===== src/rtl/cpu_program_loader_if.sv =====
// Byte-stream and instruction-memory write bus between the boot loader and its neighbours.
// The byte source and the memory/CPU side sit on the master modport; the loader uses slave.
interface cpu_program_loader_if #(
  parameter int ADDR_WIDTH = 8
);

  logic [7:0]            Rx_Data;
  logic                  Rx_Valid;
  logic                  Rx_Ready;
  logic                  Restart;
  logic                  Mem_WrEn;
  logic [ADDR_WIDTH-1:0] Mem_Addr;
  logic [15:0]           Mem_WrData;
  logic [ADDR_WIDTH:0]   Words_Loaded;
  logic                  Cpu_Run;
  logic                  Load_Done;
  logic                  Load_Error;

  modport master (
    output Rx_Data, Rx_Valid, Restart,
    input  Rx_Ready, Mem_WrEn, Mem_Addr, Mem_WrData, Words_Loaded,
           Cpu_Run, Load_Done, Load_Error
  );

  modport slave (
    input  Rx_Data, Rx_Valid, Restart,
    output Rx_Ready, Mem_WrEn, Mem_Addr, Mem_WrData, Words_Loaded,
           Cpu_Run, Load_Done, Load_Error
  );

endinterface


===== src/rtl/cpu_program_loader.sv =====
// Boot loader: takes a framed, XOR-checksummed program image one byte at a time,
// writes it into CPU instruction memory from address 0, then releases the CPU.
module cpu_program_loader #(
  parameter int ADDR_WIDTH = 8
) (
  input logic                 Clock,
  input logic                 Reset_n,
  cpu_program_loader_if.slave bus
);

  localparam logic [2:0] IDLE   = 3'd0;
  localparam logic [2:0] CNT_L  = 3'd1;
  localparam logic [2:0] DATA_H = 3'd2;
  localparam logic [2:0] DATA_L = 3'd3;
  localparam logic [2:0] CHECK  = 3'd4;
  localparam logic [2:0] DONE   = 3'd5;
  localparam logic [2:0] ERROR  = 3'd6;

  localparam logic [16:0] CAPACITY = 17'(1) << ADDR_WIDTH;

  logic [2:0]            state;
  logic [2:0]            next_state;
  logic [15:0]           count;
  logic [7:0]            high_byte;
  logic [7:0]            checksum;
  logic [ADDR_WIDTH-1:0] word_ptr;
  logic [ADDR_WIDTH:0]   words_loaded;
  logic                  rx_ready;
  logic                  mem_wren;
  logic [ADDR_WIDTH-1:0] mem_addr;
  logic [15:0]           mem_wrdata;
  logic                  cpu_run;
  logic                  load_done;
  logic                  load_error;

  logic                  accept;
  logic [15:0]           frame_count;
  logic [16:0]           next_word;
  logic                  last_word;

  // Restart wins over a byte presented in the same cycle.
  always_comb begin
    accept      = bus.Rx_Valid && rx_ready && !bus.Restart;
    frame_count = {count[15:8], bus.Rx_Data};
    next_word   = 17'(words_loaded) + 17'd1;
    last_word   = (next_word == {1'b0, count});
    next_state  = state;
    case (state)
      IDLE:   if (accept) next_state = CNT_L;
      CNT_L:
        if (accept) begin
          if (frame_count == 16'd0 || {1'b0, frame_count} > CAPACITY)
            next_state = ERROR;
          else
            next_state = DATA_H;
        end
      DATA_H: if (accept) next_state = DATA_L;
      DATA_L: if (accept) next_state = last_word ? CHECK : DATA_H;
      CHECK:
        if (accept) next_state = (bus.Rx_Data == checksum) ? DONE : ERROR;
      DONE:   next_state = DONE;
      ERROR:  next_state = ERROR;
      default: next_state = IDLE;
    endcase
    if (bus.Restart) next_state = IDLE;
  end

  // The write pulse is issued the cycle after the low byte is taken, while the
  // FSM is already accepting the next high byte; the pointer advances as it ends.
  always_ff @(posedge Clock or negedge Reset_n) begin
    if (!Reset_n) begin
      state        <= IDLE;
      count        <= '0;
      high_byte    <= '0;
      checksum     <= '0;
      word_ptr     <= '0;
      words_loaded <= '0;
      rx_ready     <= 1'b0;
      mem_wren     <= 1'b0;
      mem_addr     <= '0;
      mem_wrdata   <= '0;
      cpu_run      <= 1'b0;
      load_done    <= 1'b0;
      load_error   <= 1'b0;
    end else begin
      state    <= next_state;
      rx_ready <= (next_state != DONE) && (next_state != ERROR);
      mem_wren <= 1'b0;
      if (bus.Restart) begin
        count        <= '0;
        high_byte    <= '0;
        checksum     <= '0;
        word_ptr     <= '0;
        words_loaded <= '0;
        mem_addr     <= '0;
        mem_wrdata   <= '0;
        cpu_run      <= 1'b0;
        load_done    <= 1'b0;
        load_error   <= 1'b0;
      end else begin
        if (mem_wren) begin
          word_ptr     <= word_ptr + 1'b1;
          words_loaded <= words_loaded + 1'b1;
        end
        if (accept) begin
          case (state)
            IDLE: begin
              count[15:8] <= bus.Rx_Data;
              checksum    <= bus.Rx_Data;
            end
            CNT_L: begin
              count    <= frame_count;
              checksum <= checksum ^ bus.Rx_Data;
            end
            DATA_H: begin
              high_byte <= bus.Rx_Data;
              checksum  <= checksum ^ bus.Rx_Data;
            end
            DATA_L: begin
              checksum   <= checksum ^ bus.Rx_Data;
              mem_wren   <= 1'b1;
              mem_addr   <= word_ptr;
              mem_wrdata <= {high_byte, bus.Rx_Data};
            end
            default: ;
          endcase
        end
        load_done  <= (next_state == DONE);
        cpu_run    <= (next_state == DONE);
        load_error <= (next_state == ERROR);
      end
    end
  end

  assign bus.Rx_Ready     = rx_ready;
  assign bus.Mem_WrEn     = mem_wren;
  assign bus.Mem_Addr     = mem_addr;
  assign bus.Mem_WrData   = mem_wrdata;
  assign bus.Words_Loaded = words_loaded;
  assign bus.Cpu_Run      = cpu_run;
  assign bus.Load_Done    = load_done;
  assign bus.Load_Error   = load_error;

endmodule


===== src/flat_wrapper.sv =====
// flat-port wrapper written by rule: the top's interface ports become plain ports
module cpu_program_loader_flat 
#(
  parameter int ADDR_WIDTH = 8
)
  (Clock, Reset_n, bus_Rx_Data, bus_Rx_Valid, bus_Restart, bus_Rx_Ready, bus_Mem_WrEn, bus_Mem_Addr, bus_Mem_WrData, bus_Words_Loaded, bus_Cpu_Run, bus_Load_Done, bus_Load_Error);
  cpu_program_loader_if #(.ADDR_WIDTH(ADDR_WIDTH)) bus_i ();
  input logic Clock;
  input logic Reset_n;
  input wire logic [$bits(bus_i.Rx_Data)-1:0] bus_Rx_Data;
  input wire logic [$bits(bus_i.Rx_Valid)-1:0] bus_Rx_Valid;
  input wire logic [$bits(bus_i.Restart)-1:0] bus_Restart;
  output wire logic [$bits(bus_i.Rx_Ready)-1:0] bus_Rx_Ready;
  output wire logic [$bits(bus_i.Mem_WrEn)-1:0] bus_Mem_WrEn;
  output wire logic [$bits(bus_i.Mem_Addr)-1:0] bus_Mem_Addr;
  output wire logic [$bits(bus_i.Mem_WrData)-1:0] bus_Mem_WrData;
  output wire logic [$bits(bus_i.Words_Loaded)-1:0] bus_Words_Loaded;
  output wire logic [$bits(bus_i.Cpu_Run)-1:0] bus_Cpu_Run;
  output wire logic [$bits(bus_i.Load_Done)-1:0] bus_Load_Done;
  output wire logic [$bits(bus_i.Load_Error)-1:0] bus_Load_Error;
  assign bus_i.Rx_Data = bus_Rx_Data;
  assign bus_i.Rx_Valid = bus_Rx_Valid;
  assign bus_i.Restart = bus_Restart;
  assign bus_Rx_Ready = bus_i.Rx_Ready;
  assign bus_Mem_WrEn = bus_i.Mem_WrEn;
  assign bus_Mem_Addr = bus_i.Mem_Addr;
  assign bus_Mem_WrData = bus_i.Mem_WrData;
  assign bus_Words_Loaded = bus_i.Words_Loaded;
  assign bus_Cpu_Run = bus_i.Cpu_Run;
  assign bus_Load_Done = bus_i.Load_Done;
  assign bus_Load_Error = bus_i.Load_Error;
  cpu_program_loader #(.ADDR_WIDTH(ADDR_WIDTH)) u_core (.Clock(Clock), .Reset_n(Reset_n), .bus(bus_i));
endmodule

===== config.mk =====
export PLATFORM = sky130hd
export DESIGN_NAME = cpu_program_loader_flat
export DESIGN_NICKNAME = d
export VERILOG_FILES = /design/src/rtl/cpu_program_loader_if.sv /design/src/rtl/cpu_program_loader.sv /design/src/flat_wrapper.sv
export SDC_FILE = /design/constraint.sdc
export NUM_CORES = 1
export LEC_CHECK = 0
export CAP_MARGIN = 20
export CORE_ASPECT_RATIO = 1.5
export CORE_MARGIN = 3
export CORE_UTILIZATION = 53
export CTS_BUF_LIST = sky130_fd_sc_hd__clkbuf_2 sky130_fd_sc_hd__clkbuf_4 sky130_fd_sc_hd__clkbuf_8
export DETAILED_ROUTE_END_ITERATION = 10
export HOLD_SLACK_MARGIN = 0.02
export PLACE_DENSITY = 0.73
export SYNTH_ARGS = -nofsm -noshare
export SYNTH_HDL_FRONTEND = slang
export SYNTH_SLANG_ARGS = --single-unit

===== constraint.sdc =====
create_clock -name Clock -period 2.36 [get_ports Clock]
set_clock_uncertainty 0.2 [all_clocks]
set_input_delay 0.59 -clock Clock [delete_from_list [all_inputs] [get_ports Clock]]
set_output_delay 0.59 -clock Clock [all_outputs]
set_load 0.05 [all_outputs]

# --- Word level (Yosys, flattened, before mapping) ---
# Index checks and enable logic that the tools add are counted.
word_totals:
  register_bits: 80
  input_bits: 12
classes:
  n_addsub: 3
  magnitude_cmp: 1
  eq_ne: 12
  n_mux: 35
  n_bitwise: 1
  reduce_logical: 20
ops:
  columns: ["op", "n"]
  rows:
  - ["8-bit 2-to-1 mux", 12]
  - ["16-bit 2-to-1 mux", 5]
  - ["3-bit 2-to-1 mux", 8]
  - ["3-bit case mux with 7 select lines", 1]
  - ["9-bit 2-to-1 mux", 2]
  - ["17-bit by 16-bit equality test with 1-bit output", 1]
  - ["16-bit by 9-bit greater-than comparator with 1-bit output (second input constant)", 1]
  - ["16-bit zero test", 1]
  - ["8-bit case mux with 2 select lines", 1]
  - ["3-bit equality test (second input constant)", 5]
  - ["2-bit nonzero test", 6]
  - ["9-bit by 1-bit adder with 10-bit output (second input constant)", 1]
  - ["2-bit AND reduction", 5]
  - ["9-bit by 1-bit adder with 9-bit output (second input constant)", 1]
  - ["8-bit by 1-bit adder with 8-bit output (second input constant)", 1]
  - ["8-bit equality test", 1]
  - ["8-bit bitwise XOR", 1]
  - ["3-bit by 2-bit equality test with 1-bit output (second input constant)", 2]
  - ["3-bit != test (second input constant)", 2]
  - ["1-bit 2-to-1 mux", 5]
  - ["3-bit by 1-bit equality test with 1-bit output (second input constant)", 1]
  - ["1-bit logical AND", 3]
  - ["3-bit zero test", 1]
  - ["3-bit nonzero test", 1]
  - ["4 further kinds", 4]

# --- Logic depth before layout (Yosys ltp) ---
depth:
  depth_word: 8
  mapped_depth: 7
  depth_no_buf: 7

# --- Least setup slack after synthesis ---
# OpenSTA, ideal clock, no wires.
synth_timing:
  path_type: "register to register"
  from: "register u_core.words_loaded[0], in the netlist u_core.bus.Words_Loaded[0]"
  to: "register u_core.rx_ready, in the netlist u_core.bus.Rx_Ready"
  setup_time_ns: 0.136
  arrival_ns: 2.222
  path_slack_ns: -0.197
  path_stages_with_launch: 8
  n_path_buf: 0
  path_cell_list: "dfrtp_1 > ha_1 > nand2_1 > or3_1 > a2bb2o_1 > nor4_2 > a31o_4 > o311ai_1"
synth_between:
  elab_chain_cells: 8
synth_rtl:
  columns: ["item", "line", "source"]
  rows:
  - ["start, declared", "cpu_program_loader.sv:27", "logic [ADDR_WIDTH:0] words_loaded;"]
  - ["start signal, assigned", "cpu_program_loader.sv:103", "words_loaded <= words_loaded + 1'b1;"]
  - ["9-bit by 1-bit adder with 10-bit output (*)", "cpu_program_loader.sv:45", "next_word = 17'(words_loaded) + 17'd1;"]
  - ["17-bit by 16-bit equality test with 1-bit output (*)", "cpu_program_loader.sv:46", "last_word = (next_word == {1'b0, count});"]
  - ["3-bit 2-to-1 mux (*) (2 in series)", "cpu_program_loader.sv:58", "DATA_L: if (accept) next_state = last_word ? CHECK : DATA_H;"]
  - ["3-bit case mux with 7 select lines (*)", "cpu_program_loader.sv:48", "case (state)"]
  - ["3-bit 2-to-1 mux (*)", "cpu_program_loader.sv:65", "if (bus.Restart) next_state = IDLE;"]
  - ["via u_core.next_state[2]", "cpu_program_loader.sv:22", "logic [2:0] next_state;"]
  - ["3-bit != test", "cpu_program_loader.sv:87", "rx_ready <= (next_state != DONE) && (next_state != ERROR);"]
  - ["1-bit logical AND (*)", "cpu_program_loader.sv:87", null]
  - ["end signal, assigned", "cpu_program_loader.sv:87", null]
  - ["end, declared", "cpu_program_loader.sv:28", "logic rx_ready;"]
# Mark *: on every way through the listed nets, which the timed path passes. The rest lies on a longest branch.
# A chain may end at the register's enable or synchronous reset.

# --- Worst setup path in the final report ---
layout_timing:
  from: "register u_core.mem_wrdata[10], in the netlist u_core.bus.Mem_WrData[10]"
  to: "output bus_Mem_WrData[10]"
layout_rtl:
  columns: ["item", "line", "source"]
  rows:
  - ["start, declared", "cpu_program_loader.sv:31", "logic [15:0] mem_wrdata;"]
  - ["start signal, assigned", "cpu_program_loader.sv:123", "mem_wrdata <= {high_byte, bus.Rx_Data};"]
  - ["end, declared", "flat_wrapper.sv:16", "output wire logic [$bits(bus_i.Mem_WrData)-1:0] bus_Mem_WrData;"]
# No word-level cell between the ends.

==> run_results.csv <==
group,metric,value,unit
status,outcome,"complete, no violations",
die,die_w,76.8,um
critical_path,critPathBufInv,1,
yosys,synthTopCellsByCount,"dfrtp_1 (80), nor2_1 (59), mux2i_1 (34)",
global_route,grt_usage,0.227,
yosys,synth.most_common_cell,"dfrtp_1",
sta,tightest_slew,0.518,ns
routing,finalWirelength,9.35,mm
finish,fillers,581,
hold_path,hp-class,"register to register",
sta,hold_viol,0,
yosys,yosysWarnings,0,
routing,dr.first_iter.drc_count,188,
yosys,async_reset_ff_frac,1.00,
clock_network,cts.htree.levels,3,
hold_path,whs_path_depth,1,
placed_design,gp_congestion,0.882,
die,die_h,112,um
critical_path,cp-start-kind,"register",
global_route,antenna_found_initial,0,
finish,utilization,0.680,
pwr,ir_drop,0.500,mV
placed_design,dp_hpwl,6.55,mm
routing,viasPerCell,5.64,
sta,slew_viol_final,0,
yosys,ys_top_cells_by_area,"dfrtp_1 (50%), mux2i_1 (8.5%), nor2_1 (5.6%), xor2_1 (5.1%), a22o_1 (3.7%)",
yosys,synthCells,372,
yosys,synth.distinct_cells,54,
yosys,synthFlopType,"dfrtp_1",
routing,wl_per_cell,17.1,um
die,design.portCount,50,
sta,timing.fmax,0.429,GHz
critical_path,worstPathRequired,1.57,ns
die,die_area,0.00862,sq mm
yosys,avgSynthCellArea,10.7,sq um
die,core_region_area,0.00727,sq mm
clock_network,path_clk_slew,0.09,ns
routing,dr.pass1.iters,4,
pwr,total_power,2820,uW
critical_path,cp-end-kind,"output pin",
clock_network,clockBufferDepth,2,
die,initial_core_util,0.548,
finish,drive_gt1_frac,0.195,
routing,ant_nets,0,
yosys,synth_top_cell_by_area,"dfrtp_1",
sta,fin_crit,2.33,ns
sta,finalSetupViolCount,0,
finish,fin_cells,547,
finish,nNetsFinal,456,
clock_network,cts_buffers,9,
critical_path,crit_arrival,1.54,ns
critical_path,rr_worst_depth,7,
placed_design,dp_cells,524,
yosys,synth.cell_area,0.00399,sq mm
pwr,leakage,0.00244,uW
clock_network,clockRootBuffer,"clkbuf_8",
clock_network,tritoncts,"yes",
sta,relSlewSlack,0.654,
yosys,syn_nets,386,
clock_network,numClockSinks,80,
yosys,seq_area_frac_synth,0.502,
die,num_rows,38,
global_route,grt_pass1_vias,3102,
finish,num_antenna_cells,0,
clock_network,clk_latency,0.35,ns
critical_path,worstPathMaxFanout,2,
critical_path,path_class,"register to output pin",
flow_run,cap_violations,0,
yosys,synth_seq_cells,80,
global_route,grt_overflow_total,0,
sta,holdWs,0.302,ns
routing,drc,0,
critical_path,crit_family,"buffers and inverters",
global_route,grt_pass1_wl,15.5,mm
critical_path,worst_path_largest_cell_delay,0.81,ns
routing,vias,3087,
pwr,power_density,570,mW/mm^2
critical_path,crit_cells,1,
yosys,synth_top_area_share,0.502,
finish,syn_to_final_growth,24.1,%
yosys,synth-edff-count,0,
placed_design,port_buffers,49,
sta,setup_ws,0.0297,ns
sta,period_share,0.987,
critical_path,crit_path_cell_trace,"clkdlybuf4s50_1",
placed_design,place_ws,-0.473,ns
global_route,grt_max_degree,47,
critical_path,critPathSlowestCell,"clkdlybuf4s50_1",
## layout make-up
type                    count  area [sq um]  share of cell area
multi-input cells         263          1820               0.368
repair buffers             86           779               0.157
inverters                   2          12.5             0.00253
clock buffers              10           131              0.0265
clock inverters             6          67.6              0.0137
well taps                 100           125              0.0253
flip-flops and latches     80          2010               0.406
## metal layers
layer / wire [um] / vias up / GRT usage
li1: - / 1459 / -
met1: 4100 / 1535 / 0.289
met2: 4770 / 78 / 0.393
met3: 320 / 15 / 0.0321
met4: 160 / 0 / 0.0834
met5: 0 / - / 0
## report_power, final
part	internal [uW]	switching [uW]	total [uW]
clock	506	516	1020
combinational	145	213	358
sequential	1410	33.2	1440
## stage by stage
step | instance area [sq um] | TNS, ns
2_1_floorplan | 4010 | -0.0411
3_3_place_gp | 4650 | -6.73
3_5_place_dp | 4650 | -2.78
4_1_cts | 4850 | 0
5_1_grt | 4950 | -0.0116
6_report | 4950 | 0
## kinds of logic after synthesis
group	count (synthesis)	share of synthesized area
buf+inv	29	0.0461
simple gates	134	0.168
compound gates	64	0.128
mux	34	0.0853
flops	80	0.502
xor+xnor	29	0.0637
fa+ha+maj	2	0.00627
## cells in the final DEF (no fill, tap or decap), drive strengths merged, types with 2 or more instances in the layout
cell type / n
dlygate4sd2: 9
a31oi: 2
ha: 2
a32o: 8
or2: 2
o21a: 2
nand3: 8
xor2: 23
a21oi: 6
clkdlybuf4s50: 15
nand2b: 2
o21ai: 16
clkbuf: 10
a221oi: 2
buf: 49
and2: 2
o311ai: 2
nand2: 22
and3: 3
nand4b: 2
dfrtp: 80
inv: 4
nor4: 4
nor2b: 4
nand4: 9
xnor2: 6
mux2i: 34
or4: 2
dlymetal6s2s: 12
nor2: 60
or3: 5
nor3b: 3
clkinvlp: 2
nor3: 5
a22o: 17
## repair_timing
item / 4_1_cts / 5_1_grt
endpoints found under the hold margin: 34 / 0
pin swaps: 4 / 1
hold buffers: 1 / 0
buffers inserted: 0 / 6
resized for setup: 10 / 15
setup endpoints to repair: 3 / 13
## path summary, 6_finish.rpt
kind	from	end	slack, ns
min	u_core.high_byte[7]$_DFFE_PN0P_	u_core.bus.Mem_WrData[15]$_DFFE_PN0P_	0.30
max	u_core.bus.Mem_WrData[10]$_DFFE_PN0P_	bus_Mem_WrData[10]	0.03
max in group asynchronous	Reset_n	u_core.checksum[2]$_DFFE_PN0P_	0.83
max reg2reg	u_core.bus.Words_Loaded[0]$_DFFE_PN0P_	u_core.bus.Rx_Ready$_DFF_PN0_	0.09
min reg2reg	u_core.high_byte[7]$_DFFE_PN0P_	u_core.bus.Mem_WrData[15]$_DFFE_PN0P_	0.30
min in group asynchronous	Reset_n	u_core.bus.Words_Loaded[5]$_DFFE_PN0P_	0.54
## state kept, by name, summed over array words and instances, names as in the netlist, 3 cells and up
| name | flops |
|---|---|
| u_core.checksum | 8 |
| u_core.bus.Words_Loaded | 9 |
| u_core.state | 3 |
| u_core.bus.Mem_Addr | 8 |
| u_core.bus.Mem_WrData | 16 |
| u_core.high_byte | 8 |
| u_core.count | 16 |
| u_core.word_ptr | 8 |
No activity file was read; power rests on OpenSTA's default activity.
